### src/rtl/vote_session_ctrl.sv
// vote_session_ctrl: voting-session sequencer for the three-switch voting machine.
// Opens a ballot window, latches one ballot per cast with a lockout between
// voters, keeps saturating per-candidate tallies, picks a winner on close and
// rotates the tallies onto a single BCD digit for the display path.
// Optional build macro: VOTE_INVALID_CNT_EN adds the cnt_inv port. When it is
// defined, invalid ballots are also counted and shown as the fourth display slot.
module vote_session_ctrl #(
  parameter int CW         = 4,
  parameter int MAX_COUNT  = 9,
  parameter int LOCK_TICKS = 2500,
  parameter int DISP_TICKS = 5000
) (
  input  logic          clk,
  input  logic          rst,
  input  logic          tick,
  input  logic          start,
  input  logic          close,
  input  logic          cast,
  input  logic [2:0]    sel,
  output logic [2:0]    state,
  output logic          lockout,
  output logic [CW-1:0] cnt_a,
  output logic [CW-1:0] cnt_b,
  output logic [CW-1:0] cnt_c,
`ifdef VOTE_INVALID_CNT_EN
  output logic [CW-1:0] cnt_inv,
`endif
  output logic [1:0]    winner,
  output logic [1:0]    disp_idx,
  output logic [3:0]    disp_bcd
);

  localparam logic [2:0] S_IDLE  = 3'd0;
  localparam logic [2:0] S_OPEN  = 3'd1;
  localparam logic [2:0] S_LOCK  = 3'd2;
  localparam logic [2:0] S_TALLY = 3'd3;
  localparam logic [2:0] S_SHOW  = 3'd4;

  // One timer is shared by LOCK and SHOW because the two states never overlap.
  localparam int TMAX = (LOCK_TICKS > DISP_TICKS) ? LOCK_TICKS : DISP_TICKS;
  localparam int TW   = $clog2(TMAX + 1);

  localparam logic [TW-1:0] LOCK_LAST = TW'(LOCK_TICKS - 1);
  localparam logic [TW-1:0] DISP_LAST = TW'(DISP_TICKS - 1);
  localparam logic [CW-1:0] MAX_CNT   = CW'(MAX_COUNT);

`ifdef VOTE_INVALID_CNT_EN
  localparam logic [1:0] IDX_LAST = 2'd3;
`else
  localparam logic [1:0] IDX_LAST = 2'd2;
`endif

  logic [2:0]    state_q,    state_d;
  logic          lockout_q,  lockout_d;
  logic [CW-1:0] cnt_a_q,    cnt_a_d;
  logic [CW-1:0] cnt_b_q,    cnt_b_d;
  logic [CW-1:0] cnt_c_q,    cnt_c_d;
  logic [1:0]    winner_q,   winner_d;
  logic [1:0]    disp_idx_q, disp_idx_d;
  logic [3:0]    disp_bcd_q, disp_bcd_d;
  logic [TW-1:0] timer_q,    timer_d;
  logic          clear_session;
`ifdef VOTE_INVALID_CNT_EN
  logic [CW-1:0] cnt_inv_q,  cnt_inv_d;
`endif

  // A ballot that arrives at saturation is accepted, but it is not counted.
  function automatic logic [CW-1:0] sat_inc(input logic [CW-1:0] v);
    return (v >= MAX_CNT) ? v : v + CW'(1);
  endfunction

  // Next-state, tally, timer and display computation.
  always_comb begin
    // NOTE: every signal assigned here gets a default first, so that no path leaves it unassigned and infers a latch.
    state_d       = state_q;
    cnt_a_d       = cnt_a_q;
    cnt_b_d       = cnt_b_q;
    cnt_c_d       = cnt_c_q;
    winner_d      = winner_q;
    disp_idx_d    = disp_idx_q;
    timer_d       = timer_q;
    clear_session = 1'b0;
`ifdef VOTE_INVALID_CNT_EN
    cnt_inv_d     = cnt_inv_q;
`endif

    case (state_q)
      S_IDLE: begin
        if (start) begin
          clear_session = 1'b1;
          state_d       = S_OPEN;
        end
      end
      S_OPEN: begin
        if (cast) begin
          case (sel)
            3'b100:  cnt_a_d = sat_inc(cnt_a_q);
            3'b010:  cnt_b_d = sat_inc(cnt_b_q);
            3'b001:  cnt_c_d = sat_inc(cnt_c_q);
`ifdef VOTE_INVALID_CNT_EN
            default: cnt_inv_d = sat_inc(cnt_inv_q);
`else
            default: ;
`endif
          endcase
          state_d = S_LOCK;
          timer_d = '0;
        end
        // A close in the same cycle as a cast still counts the ballot, and the close takes priority over the lockout.
        if (close) state_d = S_TALLY;
      end
      S_LOCK: begin
        if (close) begin
          state_d = S_TALLY;
        end else if (tick) begin
          if (timer_q == LOCK_LAST) state_d = S_OPEN;
          else                      timer_d = timer_q + TW'(1);
        end
      end
      S_TALLY: begin
        if      (cnt_a_q > cnt_b_q && cnt_a_q > cnt_c_q) winner_d = 2'd1;
        else if (cnt_b_q > cnt_a_q && cnt_b_q > cnt_c_q) winner_d = 2'd2;
        else if (cnt_c_q > cnt_a_q && cnt_c_q > cnt_b_q) winner_d = 2'd3;
        else                                             winner_d = 2'd0;
        state_d    = S_SHOW;
        disp_idx_d = 2'd0;
        timer_d    = '0;
      end
      S_SHOW: begin
        if (start) begin
          clear_session = 1'b1;
          state_d       = S_OPEN;
        end else if (tick) begin
          if (timer_q == DISP_LAST) begin
            timer_d    = '0;
            disp_idx_d = (disp_idx_q == IDX_LAST) ? 2'd0 : disp_idx_q + 2'd1;
          end else begin
            timer_d = timer_q + TW'(1);
          end
        end
      end
      default: state_d = S_IDLE;
    endcase

    if (clear_session) begin
      cnt_a_d    = '0;
      cnt_b_d    = '0;
      cnt_c_d    = '0;
      winner_d   = 2'd0;
      disp_idx_d = 2'd0;
`ifdef VOTE_INVALID_CNT_EN
      cnt_inv_d  = '0;
`endif
    end

    lockout_d = (state_d == S_LOCK);

    // The display digit follows the registered index, so it lags an index change by one cycle.
    case (disp_idx_q)
      2'd0:    disp_bcd_d = 4'(cnt_a_q);
      2'd1:    disp_bcd_d = 4'(cnt_b_q);
      2'd2:    disp_bcd_d = 4'(cnt_c_q);
`ifdef VOTE_INVALID_CNT_EN
      default: disp_bcd_d = 4'(cnt_inv_q);
`else
      default: disp_bcd_d = 4'd0;
`endif
    endcase
  end

  // State registers with a synchronous reset that overrides every other input.
  always_ff @(posedge clk) begin
    // NOTE: sequential state uses non-blocking assignments, so that every flop samples values from before the edge.
    if (rst) begin
      state_q    <= S_IDLE;
      lockout_q  <= 1'b0;
      cnt_a_q    <= '0;
      cnt_b_q    <= '0;
      cnt_c_q    <= '0;
      winner_q   <= 2'd0;
      disp_idx_q <= 2'd0;
      disp_bcd_q <= 4'd0;
      timer_q    <= '0;
`ifdef VOTE_INVALID_CNT_EN
      cnt_inv_q  <= '0;
`endif
    end else begin
      state_q    <= state_d;
      lockout_q  <= lockout_d;
      cnt_a_q    <= cnt_a_d;
      cnt_b_q    <= cnt_b_d;
      cnt_c_q    <= cnt_c_d;
      winner_q   <= winner_d;
      disp_idx_q <= disp_idx_d;
      disp_bcd_q <= disp_bcd_d;
      timer_q    <= timer_d;
`ifdef VOTE_INVALID_CNT_EN
      cnt_inv_q  <= cnt_inv_d;
`endif
    end
  end

  assign state    = state_q;
  assign lockout  = lockout_q;
  assign cnt_a    = cnt_a_q;
  assign cnt_b    = cnt_b_q;
  assign cnt_c    = cnt_c_q;
  assign winner   = winner_q;
  assign disp_idx = disp_idx_q;
  assign disp_bcd = disp_bcd_q;
`ifdef VOTE_INVALID_CNT_EN
  assign cnt_inv  = cnt_inv_q;
`endif

endmodule
### config.mk
export PLATFORM = sky130hd
export DESIGN_NAME = vote_session_ctrl
export DESIGN_NICKNAME = d
export VERILOG_FILES = /design/src/rtl/vote_session_ctrl.sv
export SDC_FILE = /design/constraint.sdc
export NUM_CORES = 1
export LEC_CHECK = 0
export BUFFER_PORTS_ARGS = -buffer_cell sky130_fd_sc_hd__buf_4
export CORE_MARGIN = 3
export CORE_UTILIZATION = 35
export CTS_CLUSTER_DIAMETER = 50
export DETAILED_ROUTE_END_ITERATION = 6
export GPL_TIMING_DRIVEN = 0
export PLACE_DENSITY = 0.62
export SYNTH_ARGS = -nofsm -noshare
export SYNTH_HDL_FRONTEND = slang
export SYNTH_SLANG_ARGS = --single-unit
### constraint.sdc
create_clock -name clk -period 3.1 [get_ports clk]
set_clock_uncertainty 0.2 [all_clocks]
set_input_delay 0.62 -clock clk [delete_from_list [all_inputs] [get_ports clk]]
set_output_delay 0.62 -clock clk [all_outputs]
set_load 0.05 [all_outputs]
==> out/qor.yml <==
drt_iter0_markers: 73
multiInputGateArea_um2: 1500
async_reset_ff_share_pct: 0
final_net_count: 340
timing.max_cap.violations: 0
crit_arrival_ns: 2.52
synth_ff_type: "sky130_fd_sc_hd__dfxtp_1"
placement_rows: 29
clock.fmax_mhz: 396
power.internal_mw: 0.837
placed_cells: 379
insertion_delay_ns: 0.29
finalSetupViolCount: 0
syn_area_um2: 2330
globalRouteTotalUtil_pct: 15.2
gp_congestion: 0.876
first_pass_grt_wire_length_mm: 9.22
nature_of_the_critical_path_startpoint: "flop"
hold_depth: 2
cts-root-buf: "sky130_fd_sc_hd__clkbuf_8"
switching_share_pct: 23.7
min_period_over_period_pct: 81.6
post_layout_nonfiller_instances: 387
crit_type: "reg2reg"
syn-num-nets: 301
grt_setup_unrepaired: "no"
cts_sinks: 37
routed_via_density: 5.25
synth-edff-count: 0
htree_num_levels: 2
postPlaceCellArea_um2: 2670
final.hold.worst_slack_ns: 0.297
postCtsResizedCells: 0
worst_slew_margin_rel_pct: 54.0
run_status: "finished, final reports clean"
cts_tree: "built"
ys_seq_area_share_pct: 31.7
floorplan.core_area_um2: 6420
reg2reg_slack_ns: 0.57
postRouteWirelength_mm: 5.45
number_of_hold_repair_buffers_added_at_the_cts_stage: 0
wl_per_cell_um: 14.1
via_count_of_the_first_global_routing_pass: 1928
power_leakage_nw: 1.08
ff_to_ff_end: "timer_q[9]"
synth_largest_area_cell: "sky130_fd_sc_hd__dfxtp_1"
power.total_mw: 1.10
slew_worst_pin_ns: 0.684
detail_route.drc_violations: 0
synth_warnings: 0
io_buf_count: 32
floorplan.die.width_um: 87.7
area_share_of_the_largest_cell_type_after_synthesis_pct: 31.7
holdPathEnd: "timer_q[1]"
detail_route.first_pass.iterations: 4
seq_cell_area_um2: 741
worst_r2r_startpoint: "timer_q[3]"
power.density_cell_area_nw_per_um2: 391
period_needed_ns: 2.53
netlist_instances: 270
ys_seq_elements: 37
cts_post_setup_buffers_inserted: 0
tritoncts.num_buffers: 5
die_area_um2: 7690
globalRoute.totalOverflow: 0
hold_violations: 0
dr_total_vias: 2030
synthToLayoutAreaGrowth_pct: 20.3
antenna_found_initial: 0
total_negative_slack_ns: 0
cp-end-kind: "flop"
number_of_unique_standard_cell_types_used_by_synthesis: 55
worstHoldPathType: "reg2reg"
synth_area_per_cell_um2: 8.65
p_sw_mw: 0.260
final_design_area_no_fill_um2: 2810
dp_hpwl_mm: 4.11
design.portCount: 33
netlist_top_cells_area: "sky130_fd_sc_hd__dfxtp_1 32%, sky130_fd_sc_hd__ha_1 12%, sky130_fd_sc_hd__a21oi_1 5.6%"
timing.final.max_slew_violations: 0
power_frac_clock_pct: 46.8
die_height_um: 87.7
grt_start_max_net_pins: 14
num-fill-cells: 664
comb_power_share_pct: 9.3
p_seq_share_pct: 43.9
clk_pin_slew_worst_paths_ns: 0.09
cts_buffer_depth: 2
timing.hold.worst.start: "timer_q[1]"
crit_path_max_fanout: 7
diode_count: 0
worst_r2r_path_cells: 5
ant_nets: 0
cp.required_ns: 3.09
start_util_pct: 36.4
share_of_final_layout_standard_cells_stronger_than_drive_strength_1_pct: 19.0
max-vdd-ir-drop_v: 0.000175
-- cells in the mapped netlist (2+ instances only) --
cell / count
sky130_fd_sc_hd__ha_1: 22
sky130_fd_sc_hd__nor3b_1: 2
sky130_fd_sc_hd__a21oi_2: 2
sky130_fd_sc_hd__a21o_1: 2
sky130_fd_sc_hd__mux2i_1: 7
sky130_fd_sc_hd__clkbuf_1: 7
sky130_fd_sc_hd__nand3_1: 6
sky130_fd_sc_hd__nand2_1: 17
sky130_fd_sc_hd__nand4_1: 8
sky130_fd_sc_hd__or3b_1: 5
sky130_fd_sc_hd__o21ai_0: 8
sky130_fd_sc_hd__o21ai_1: 2
sky130_fd_sc_hd__dfxtp_1: 37
sky130_fd_sc_hd__or4_1: 2
sky130_fd_sc_hd__inv_1: 18
sky130_fd_sc_hd__nor2b_1: 4
sky130_fd_sc_hd__or4bb_1: 2
sky130_fd_sc_hd__or4_4: 2
sky130_fd_sc_hd__nand3b_1: 3
sky130_fd_sc_hd__xnor2_1: 7
sky130_fd_sc_hd__nor2_1: 28
sky130_fd_sc_hd__o211a_1: 2
sky130_fd_sc_hd__nor2_2: 6
sky130_fd_sc_hd__a21oi_1: 26
sky130_fd_sc_hd__o211ai_1: 2
sky130_fd_sc_hd__a2111oi_2: 3
sky130_fd_sc_hd__or3_1: 3
sky130_fd_sc_hd__nor4_1: 2
sky130_fd_sc_hd__nand2b_1: 5
sky130_fd_sc_hd__xor2_1: 5
-- worst max path at each step --
stage                    start         end  slack [ns]
floorplan             cnt_a[1]    cnt_a[2]        0.49
detailed placement  timer_q[3]  timer_q[4]        0.60
global route        timer_q[3]  timer_q[9]        0.41
CTS                 timer_q[3]  timer_q[6]        0.57
global placement    timer_q[3]  timer_q[4]        0.58
finish              timer_q[3]  timer_q[9]        0.57
-- power groups by stage --
stage,Combinational [mW],Sequential (mW),Clock [mW]
6_report,0.102,0.481,0.513
3_5_place_dp,0.103,0.493,0
5_1_grt,0.113,0.482,0.550
4_1_cts,0.103,0.481,0.523
2_1_floorplan,0.0579,0.504,0
3_3_place_gp,0.102,0.493,0
-- area by class of cell --
class / instances / share of cell area, %
plain buffers: 8 / 1.07
clock inverters: 3 / 2.45
well taps: 77 / 3.43
flip-flops and latches: 37 / 26.4
repair buffers: 32 / 8.55
clock buffers: 5 / 2.45
multi-input cells: 207 / 53.3
inverters: 18 / 2.41
-- cell families (layout without fill, tap and decap cells) --
group	Yosys count	after routing	synth area share, %
compound gates	66	66	21.0
buf+inv	26	66	4.18
xor+xnor	12	12	4.50
mux	7	7	3.00
simple gates	100	100	23.8
flops	37	37	31.7
fa+ha+maj	22	22	11.8
-- critical path, cell delays in order, from the launching register on --
cell	delay, ns
sky130_fd_sc_hd__dfxtp_1	0.39
sky130_fd_sc_hd__or4_4	0.56
sky130_fd_sc_hd__nor4_1	0.62
sky130_fd_sc_hd__a211oi_1	0.23
sky130_fd_sc_hd__a32o_1	0.27
sky130_fd_sc_hd__a21o_1	0.14
-- sequential cells by signal, summed over array words and instances, names as in the netlist --
signal    cells
winner        2
disp_bcd      4
cnt_c         4
lockout       1
disp_idx      2
state         3
cnt_a         4
cnt_b         4
timer_q      13
-- per-stage QoR --
stage	util [%]	worst slack (ns)
3_5_place_dp	41.6	0.595
6_report	43.7	0.572
3_3_place_gp	41.6	0.585
5_1_grt	43.7	0.411
2_1_floorplan	-	0.493
4_1_cts	43.7	0.571
-- routing by layer --
layer  GRT usage (%)  routed length (µm)  share of wire [%]  vias up
met5               0                   0                  0        -
li1                -                   -                  -     1053
met4            3.21                  38               0.70        0
met3            4.70                 229                4.2        4
met1            20.2                2670                 49      936
met2            24.4                2510                 46       37
-- cells in the final DEF, fill, tap and decap left out, drive strengths merged, types with 5 or more instances in the layout --
cell,netlist,final
xor2,5,5
xnor2,7,7
or3b,5,5
nor2,34,34
nand2b,5,5
o21ai,10,10
nand2,17,17
dfxtp,37,37
buf,1,33
ha,22,22
nand4,8,8
nand3,6,6
clkbuf,7,12
mux2i,7,7
inv,18,19
a21oi,28,28
No activity file was read; power rests on OpenSTA's default activity.
